[src/rtl/lsu_request_ctrl_if.sv]
// Bundle of the pipeline request/response signals and the data cache request signals
// seen by the load/store request controller.
interface lsu_request_ctrl_if;
    logic        req_valid;
    logic        req_ready;
    logic        req_load;
    logic        req_store;
    logic [2:0]  req_funct3;
    logic [31:0] req_addr;
    logic [31:0] req_wdata;
    logic        resp_valid;
    logic [31:0] resp_rdata;
    logic        resp_misaligned;
    logic        resp_fault;
    logic [31:0] mem_addr;
    logic [31:0] mem_write_data;
    logic        mem_memread;
    logic        mem_memwrite;
    logic [3:0]  mem_sign_mask;
    logic [31:0] mem_read_data;
    logic        mem_busy;

    // Environment view: pipeline MEM stage plus the data cache.
    modport master (
        output req_valid, req_load, req_store, req_funct3, req_addr, req_wdata,
        output mem_read_data, mem_busy,
        input  req_ready, resp_valid, resp_rdata, resp_misaligned, resp_fault,
        input  mem_addr, mem_write_data, mem_memread, mem_memwrite, mem_sign_mask
    );

    // Controller view.
    modport slave (
        input  req_valid, req_load, req_store, req_funct3, req_addr, req_wdata,
        input  mem_read_data, mem_busy,
        output req_ready, resp_valid, resp_rdata, resp_misaligned, resp_fault,
        output mem_addr, mem_write_data, mem_memread, mem_memwrite, mem_sign_mask
    );
endinterface

[src/rtl/lsu_request_ctrl.sv]
// Load/store request controller: decodes and screens one MEM-stage access, issues a
// single-cycle cache strobe, follows the cache busy window and returns one response pulse.
module lsu_request_ctrl #(
    parameter int TIMEOUT = 16,
    parameter int CNT_W   = 5
) (
    input  logic              clk,
    input  logic              reset,
    lsu_request_ctrl_if.slave bus
);
    typedef enum logic [2:0] {IDLE, ISSUE, WAIT_HI, WAIT_LO, RESP} state_t;

    state_t      state_reg, state_next;
    logic [CNT_W-1:0] cnt_reg, cnt_next, cnt_inc;
    logic        is_load_reg, is_load_next;
    logic        memread_reg, memread_next;
    logic        memwrite_reg, memwrite_next;
    logic [31:0] addr_reg, addr_next;
    logic [31:0] wdata_reg, wdata_next;
    logic [3:0]  mask_reg, mask_next;
    logic        resp_valid_reg, resp_valid_next;
    logic [31:0] rdata_reg, rdata_next;
    logic        misaligned_reg, misaligned_next;
    logic        fault_reg, fault_next;

    logic [3:0]  dec_mask;
    logic        dec_illegal;
    logic        dec_misaligned;
    logic        req_ready_int;
    logic        accept;
    logic        timeout_hit;
    logic [31:0] load_data;

    always_comb begin
        dec_mask    = 4'b0000;
        dec_illegal = 1'b0;
        if (bus.req_load && bus.req_store) begin
            dec_illegal = 1'b1;
        end else if (bus.req_load) begin
            case (bus.req_funct3)
                3'b000:  dec_mask = 4'b1001;
                3'b001:  dec_mask = 4'b1011;
                3'b010:  dec_mask = 4'b1111;
                3'b100:  dec_mask = 4'b0001;
                3'b101:  dec_mask = 4'b0011;
                default: dec_illegal = 1'b1;
            endcase
        end else begin
            case (bus.req_funct3)
                3'b000:  dec_mask = 4'b0001;
                3'b001:  dec_mask = 4'b0011;
                3'b010:  dec_mask = 4'b0111;
                default: dec_illegal = 1'b1;
            endcase
        end
    end

    // Alignment follows the access size encoded in funct3[1:0].
    always_comb begin
        dec_misaligned = 1'b0;
        case (bus.req_funct3[1:0])
            2'b01:   dec_misaligned = bus.req_addr[0];
            2'b10:   dec_misaligned = |bus.req_addr[1:0];
            default: dec_misaligned = 1'b0;
        endcase
    end

    // Stores return zero data, so the captured word is gated by the access type.
    genvar gi;
    generate
        for (gi = 0; gi < 32; gi++) begin : g_load_data
            assign load_data[gi] = bus.mem_read_data[gi] & is_load_reg;
        end
    endgenerate

    assign req_ready_int = (state_reg == IDLE) && !bus.mem_busy;
    assign accept        = bus.req_valid && req_ready_int && (bus.req_load || bus.req_store);
    assign cnt_inc       = cnt_reg + CNT_W'(1);
    assign timeout_hit   = (cnt_inc == CNT_W'(TIMEOUT));

    always_comb begin
        state_next      = state_reg;
        cnt_next        = cnt_reg;
        is_load_next    = is_load_reg;
        memread_next    = 1'b0;
        memwrite_next   = 1'b0;
        addr_next       = addr_reg;
        wdata_next      = wdata_reg;
        mask_next       = mask_reg;
        resp_valid_next = 1'b0;
        rdata_next      = rdata_reg;
        misaligned_next = misaligned_reg;
        fault_next      = fault_reg;
        case (state_reg)
            IDLE: begin
                if (accept) begin
                    if (dec_illegal || dec_misaligned) begin
                        state_next      = RESP;
                        resp_valid_next = 1'b1;
                        rdata_next      = 32'd0;
                        misaligned_next = dec_misaligned;
                        fault_next      = dec_illegal;
                    end else begin
                        state_next    = ISSUE;
                        cnt_next      = '0;
                        is_load_next  = bus.req_load;
                        memread_next  = bus.req_load;
                        memwrite_next = bus.req_store;
                        addr_next     = bus.req_addr;
                        wdata_next    = bus.req_wdata;
                        mask_next     = dec_mask;
                    end
                end
            end
            ISSUE: begin
                state_next = WAIT_HI;
            end
            WAIT_HI, WAIT_LO: begin
                cnt_next = cnt_inc;
                if (state_reg == WAIT_HI && bus.mem_busy) begin
                    state_next = WAIT_LO;
                end else if (state_reg == WAIT_LO && !bus.mem_busy) begin
                    state_next      = RESP;
                    resp_valid_next = 1'b1;
                    rdata_next      = load_data;
                    misaligned_next = 1'b0;
                    fault_next      = 1'b0;
                end else if (timeout_hit) begin
                    // A normal exit on the last allowed cycle wins over the timeout.
                    state_next      = RESP;
                    resp_valid_next = 1'b1;
                    rdata_next      = 32'd0;
                    misaligned_next = 1'b0;
                    fault_next      = 1'b1;
                end
            end
            RESP: begin
                state_next = IDLE;
            end
            default: begin
                state_next = IDLE;
            end
        endcase
    end

    always_ff @(posedge clk) begin
        if (reset) begin
            state_reg      <= IDLE;
            cnt_reg        <= '0;
            is_load_reg    <= 1'b0;
            memread_reg    <= 1'b0;
            memwrite_reg   <= 1'b0;
            addr_reg       <= 32'd0;
            wdata_reg      <= 32'd0;
            mask_reg       <= 4'd0;
            resp_valid_reg <= 1'b0;
            rdata_reg      <= 32'd0;
            misaligned_reg <= 1'b0;
            fault_reg      <= 1'b0;
        end else begin
            state_reg      <= state_next;
            cnt_reg        <= cnt_next;
            is_load_reg    <= is_load_next;
            memread_reg    <= memread_next;
            memwrite_reg   <= memwrite_next;
            addr_reg       <= addr_next;
            wdata_reg      <= wdata_next;
            mask_reg       <= mask_next;
            resp_valid_reg <= resp_valid_next;
            rdata_reg      <= rdata_next;
            misaligned_reg <= misaligned_next;
            fault_reg      <= fault_next;
        end
    end

    assign bus.req_ready       = req_ready_int;
    assign bus.resp_valid      = resp_valid_reg;
    assign bus.resp_rdata      = rdata_reg;
    assign bus.resp_misaligned = misaligned_reg;
    assign bus.resp_fault      = fault_reg;
    assign bus.mem_addr        = addr_reg;
    assign bus.mem_write_data  = wdata_reg;
    assign bus.mem_memread     = memread_reg;
    assign bus.mem_memwrite    = memwrite_reg;
    assign bus.mem_sign_mask   = mask_reg;
endmodule
[src/flat_wrapper.sv]
// flat-port wrapper written by rule: the top's interface ports become plain ports
module lsu_request_ctrl_flat 
#(
    parameter int TIMEOUT = 16,
    parameter int CNT_W   = 5
)
  (clk, reset, bus_req_valid, bus_req_load, bus_req_store, bus_req_funct3, bus_req_addr, bus_req_wdata, bus_mem_read_data, bus_mem_busy, bus_req_ready, bus_resp_valid, bus_resp_rdata, bus_resp_misaligned, bus_resp_fault, bus_mem_addr, bus_mem_write_data, bus_mem_memread, bus_mem_memwrite, bus_mem_sign_mask);
  lsu_request_ctrl_if bus_i ();
  input  logic clk;
  input  logic reset;
  input wire logic [$bits(bus_i.req_valid)-1:0] bus_req_valid;
  input wire logic [$bits(bus_i.req_load)-1:0] bus_req_load;
  input wire logic [$bits(bus_i.req_store)-1:0] bus_req_store;
  input wire logic [$bits(bus_i.req_funct3)-1:0] bus_req_funct3;
  input wire logic [$bits(bus_i.req_addr)-1:0] bus_req_addr;
  input wire logic [$bits(bus_i.req_wdata)-1:0] bus_req_wdata;
  input wire logic [$bits(bus_i.mem_read_data)-1:0] bus_mem_read_data;
  input wire logic [$bits(bus_i.mem_busy)-1:0] bus_mem_busy;
  output wire logic [$bits(bus_i.req_ready)-1:0] bus_req_ready;
  output wire logic [$bits(bus_i.resp_valid)-1:0] bus_resp_valid;
  output wire logic [$bits(bus_i.resp_rdata)-1:0] bus_resp_rdata;
  output wire logic [$bits(bus_i.resp_misaligned)-1:0] bus_resp_misaligned;
  output wire logic [$bits(bus_i.resp_fault)-1:0] bus_resp_fault;
  output wire logic [$bits(bus_i.mem_addr)-1:0] bus_mem_addr;
  output wire logic [$bits(bus_i.mem_write_data)-1:0] bus_mem_write_data;
  output wire logic [$bits(bus_i.mem_memread)-1:0] bus_mem_memread;
  output wire logic [$bits(bus_i.mem_memwrite)-1:0] bus_mem_memwrite;
  output wire logic [$bits(bus_i.mem_sign_mask)-1:0] bus_mem_sign_mask;
  assign bus_i.req_valid = bus_req_valid;
  assign bus_i.req_load = bus_req_load;
  assign bus_i.req_store = bus_req_store;
  assign bus_i.req_funct3 = bus_req_funct3;
  assign bus_i.req_addr = bus_req_addr;
  assign bus_i.req_wdata = bus_req_wdata;
  assign bus_i.mem_read_data = bus_mem_read_data;
  assign bus_i.mem_busy = bus_mem_busy;
  assign bus_req_ready = bus_i.req_ready;
  assign bus_resp_valid = bus_i.resp_valid;
  assign bus_resp_rdata = bus_i.resp_rdata;
  assign bus_resp_misaligned = bus_i.resp_misaligned;
  assign bus_resp_fault = bus_i.resp_fault;
  assign bus_mem_addr = bus_i.mem_addr;
  assign bus_mem_write_data = bus_i.mem_write_data;
  assign bus_mem_memread = bus_i.mem_memread;
  assign bus_mem_memwrite = bus_i.mem_memwrite;
  assign bus_mem_sign_mask = bus_i.mem_sign_mask;
  lsu_request_ctrl #(.TIMEOUT(TIMEOUT), .CNT_W(CNT_W)) u_core (.clk(clk), .reset(reset), .bus(bus_i));
endmodule
[config.mk]
export PLATFORM = sky130hd
export DESIGN_NAME = lsu_request_ctrl_flat
export DESIGN_NICKNAME = d
export VERILOG_FILES = /design/src/rtl/lsu_request_ctrl_if.sv /design/src/rtl/lsu_request_ctrl.sv /design/src/flat_wrapper.sv
export SDC_FILE = /design/constraint.sdc
export NUM_CORES = 1
export LEC_CHECK = 0
export ABC_AREA = 1
export CORE_UTILIZATION = 39
export DETAILED_ROUTE_END_ITERATION = 16
export GPL_ROUTABILITY_DRIVEN = 0
export PLACE_DENSITY = 0.77
export SLEW_MARGIN = 10
export SYNTH_ARGS = -nofsm -noshare
export SYNTH_HDL_FRONTEND = slang
export SYNTH_SLANG_ARGS = --single-unit
[constraint.sdc]
create_clock -name clk -period 1.6 [get_ports clk]
set_clock_uncertainty 0.15 [all_clocks]
set_input_delay 0.16 -clock clk [delete_from_list [all_inputs] [get_ports clk]]
set_output_delay 0.16 -clock clk [all_outputs]
set_load 0.02 [all_outputs]
==> flow_summary_export.csv <==
group,metric,value,unit
outcome,status,"finished with violations",
outcome,violations,"negative setup slack",
setup_path,cp.arrival,1.98,ns
setup_path,r2r_start,"u_core.cnt_reg[0]$_SDFFE_PP0P_",
drt,ant_nets,0,
clock_tree,worstSkewPairLatency,0.42,ns
grt,grt_max_degree,72,
drt,drt_iter0_markers,564,
clock_tree,clock_path_buffers,2,
setup_path,end_kind,"flip-flop",
drt,via_per_inst,5.40,
placed_design,place_area,7700,um^2
timing,timing.final.crit_period,1.83,ns
timing,slew_violations,0,
floorplan,dieArea,13600,um^2
floorplan,io_pins,211,
placed_design,dpl.hpwl,10.4,mm
min_path,min_path_type,"input pin to flip-flop",
placed_design,io_buffers,210,
timing,fin_ws,-0.227,ns
setup_path,cp.required,1.75,ns
power,p_leak,4.19,nW
clock_tree,hold_buffers,0,
floorplan,die_w,117,um
timing,post-route-period-util,1.14,
grt,grt_pass1_vias,5640,
floorplan,start_util,0.403,
timing,tightest_slew,0.861,ns
floorplan,dieHeight,117,um
timing,rsz0062_at_grt,"yes",
timing,fmax,0.547,GHz
floorplan,core_area,12700,um^2
yosys,synth_seq_cells,114,
run,timing.max_cap.violations,0,
yosys,synth_cell_types,24,
clock_tree,clk_pin_slew,0.05,ns
grt,antenna_found_initial,0,
setup_path,path_class,"flip-flop to flip-flop",
layout,drive_gt1_frac,0.258,
drt,remaining_drc_errors,0,
layout,stdcell_area,9430,um^2
yosys,yosysWarnings,0,
clock_tree,cts_made_buffers,17,
clock_tree,cts_tree,"built",
setup_path,worstPathMaxFanout,6,
yosys,syn-num-nets,848,
drt,num_vias,6269,
yosys,seq_area_frac_synth,0.445,
grt,grt_usage,0.262,
layout,insertedDiodeCount,0,
power,vdd_drop_max,0.756,mV
floorplan,rows,41,
layout,nFillCells,933,
grt,gr-total-overflow,0,
layout,area_growth,83.9,%
timing,max-slew-margin-rel,0.426,
yosys,synthesis.area,5130,um^2
timing,setup_viol,106,
clock_tree,h-tree-depth,4,
min_path,hp-start,"reset",
grt,grt_pass1_wl,27.6,mm
setup_path,crit_start,"u_core.cnt_reg[0]$_SDFFE_PP0P_",
layout,final_nets,1087,
layout,postLayoutCoreUtil,0.741,
drt,firstDrtPassIters,8,
yosys,syn_avg_cell_area,6.94,um^2
power,powerDensity,1110,nW/um^2
yosys,synth_cells,739,
timing,hold_viol,0,
setup_path,start_kind,"flip-flop",
drt,wl_per_cell,17.5,um
timing,hold_ws,0.0813,ns
clock_tree,clkSinkCount,114,
clock_tree,cts-root-buf,"clkbuf_16",
drt,routed_wl,20.4,mm
==> power breakdown <==
part	switching [W]	internal, W
Combinational	0.00186	0.00150
Clock	0.00128	0.00252
Sequential	0.000169	0.00311
==> repair_timing <==
item	4_1_cts	5_1_grt
pin swaps	10	28
endpoints found under the setup margin	217	113
gates cloned	9	7
endpoints found under the hold margin	0	0
buffers inserted	8	5
gates resized for setup	194	130
==> metrics by stage <==
step	std cells	setup WS [ns]	setup TNS, ns	total power [W]
floorplan	739	-0.0233	-0.733	0.00472
global placement	1105	-0.605	-64.28	0.00594
detailed placement	1105	-0.677	-70.22	0.00597
CTS	1152	-0.0559	-2.60	0.00989
global route	1162	-0.301	-15.87	0.0109
finish	1162	-0.227	-9.36	0.0104
==> path summary, 6_finish.rpt <==
path / to / slack (ns) / depth (start not counted)
max reg2reg: u_core.bus.resp_rdata[27]$_SDFFE_PP0P_ / -0.23 / 10
min: u_core.bus.mem_memwrite$_SDFF_PP0_ / 0.08 / 4
max: u_core.bus.resp_rdata[27]$_SDFFE_PP0P_ / -0.23 / 10
min reg2reg: u_core.bus.mem_addr[17]$_SDFFE_PP0P_ / 0.31 / 2
==> cell families after synthesis <==
logic type,share of synthesized area
flops,0.445
buf+inv,0.0959
fa+ha+maj,0.00976
simple gates,0.329
compound gates,0.120
==> critical path, stage by stage (launching register included) <==
cell and delay (ns):
dfxtp_2 0.33, ha_4 0.17, nand3_2 0.07, nand2_1 0.06, nand2_2 0.10, nand3_4 0.10
nand2_8 0.13, nand2_8 0.12, clkbuf_16 0.20, a21oi_2 0.18, nor2_1 0.09
==> area by class of cell <==
cell class / count / area [um^2] / area share
tap: 172 / 215 / 0.0228
clock buffer: 27 / 523 / 0.0554
sequential: 114 / 2290 / 0.243
timing repair buffer: 280 / 2990 / 0.317
multi-input combinational: 507 / 3130 / 0.331
inverter: 58 / 219 / 0.0232
clock inverter: 4 / 70.1 / 0.00743
==> cells in the mapped netlist <==
cell type,instances,share of area
a21oi_1,112,0.11
a31oi_1,1,0.0012
buf_2,23,0.022
buf_4,3,0.0044
clkbuf_1,35,0.026
clkbuf_2,1,0.00097
clkinv_1,2,0.0015
dfxtp_1,114,0.44
ha_1,4,0.0098
inv_1,53,0.039
inv_2,3,0.0022
nand2_1,171,0.13
nand3_1,50,0.049
nand3_2,1,0.0020
nand4_1,71,0.087
nor2_1,81,0.059
nor2_2,1,0.0012
nor3_1,2,0.0020
nor3_4,1,0.0032
o211ai_1,1,0.0015
o21a_1,1,0.0015
o21ai_0,5,0.0049
o21ai_1,2,0.0020
or2_2,1,0.0012
==> routing by layer <==
metal	GRT usage	vias up	wire length (um)
li1	-	2940	-
met4	0.121	0	841
met1	0.300	2965	7850
met5	0	-	0
met3	0.0815	78	1450
met2	0.446	286	10200
==> cells in the final DEF, fill, tap and decap left out, drive strengths merged, types with 7 or more instances in the layout <==
master	n
dlygate4sd2	106
nand3	51
clkdlybuf4s50	99
clkbuf	32
nand2	172
o21ai	7
inv	56
nand4	71
buf	66
nor2	82
dfxtp	114
a21oi	112
(Power assumes the default switching activity.)
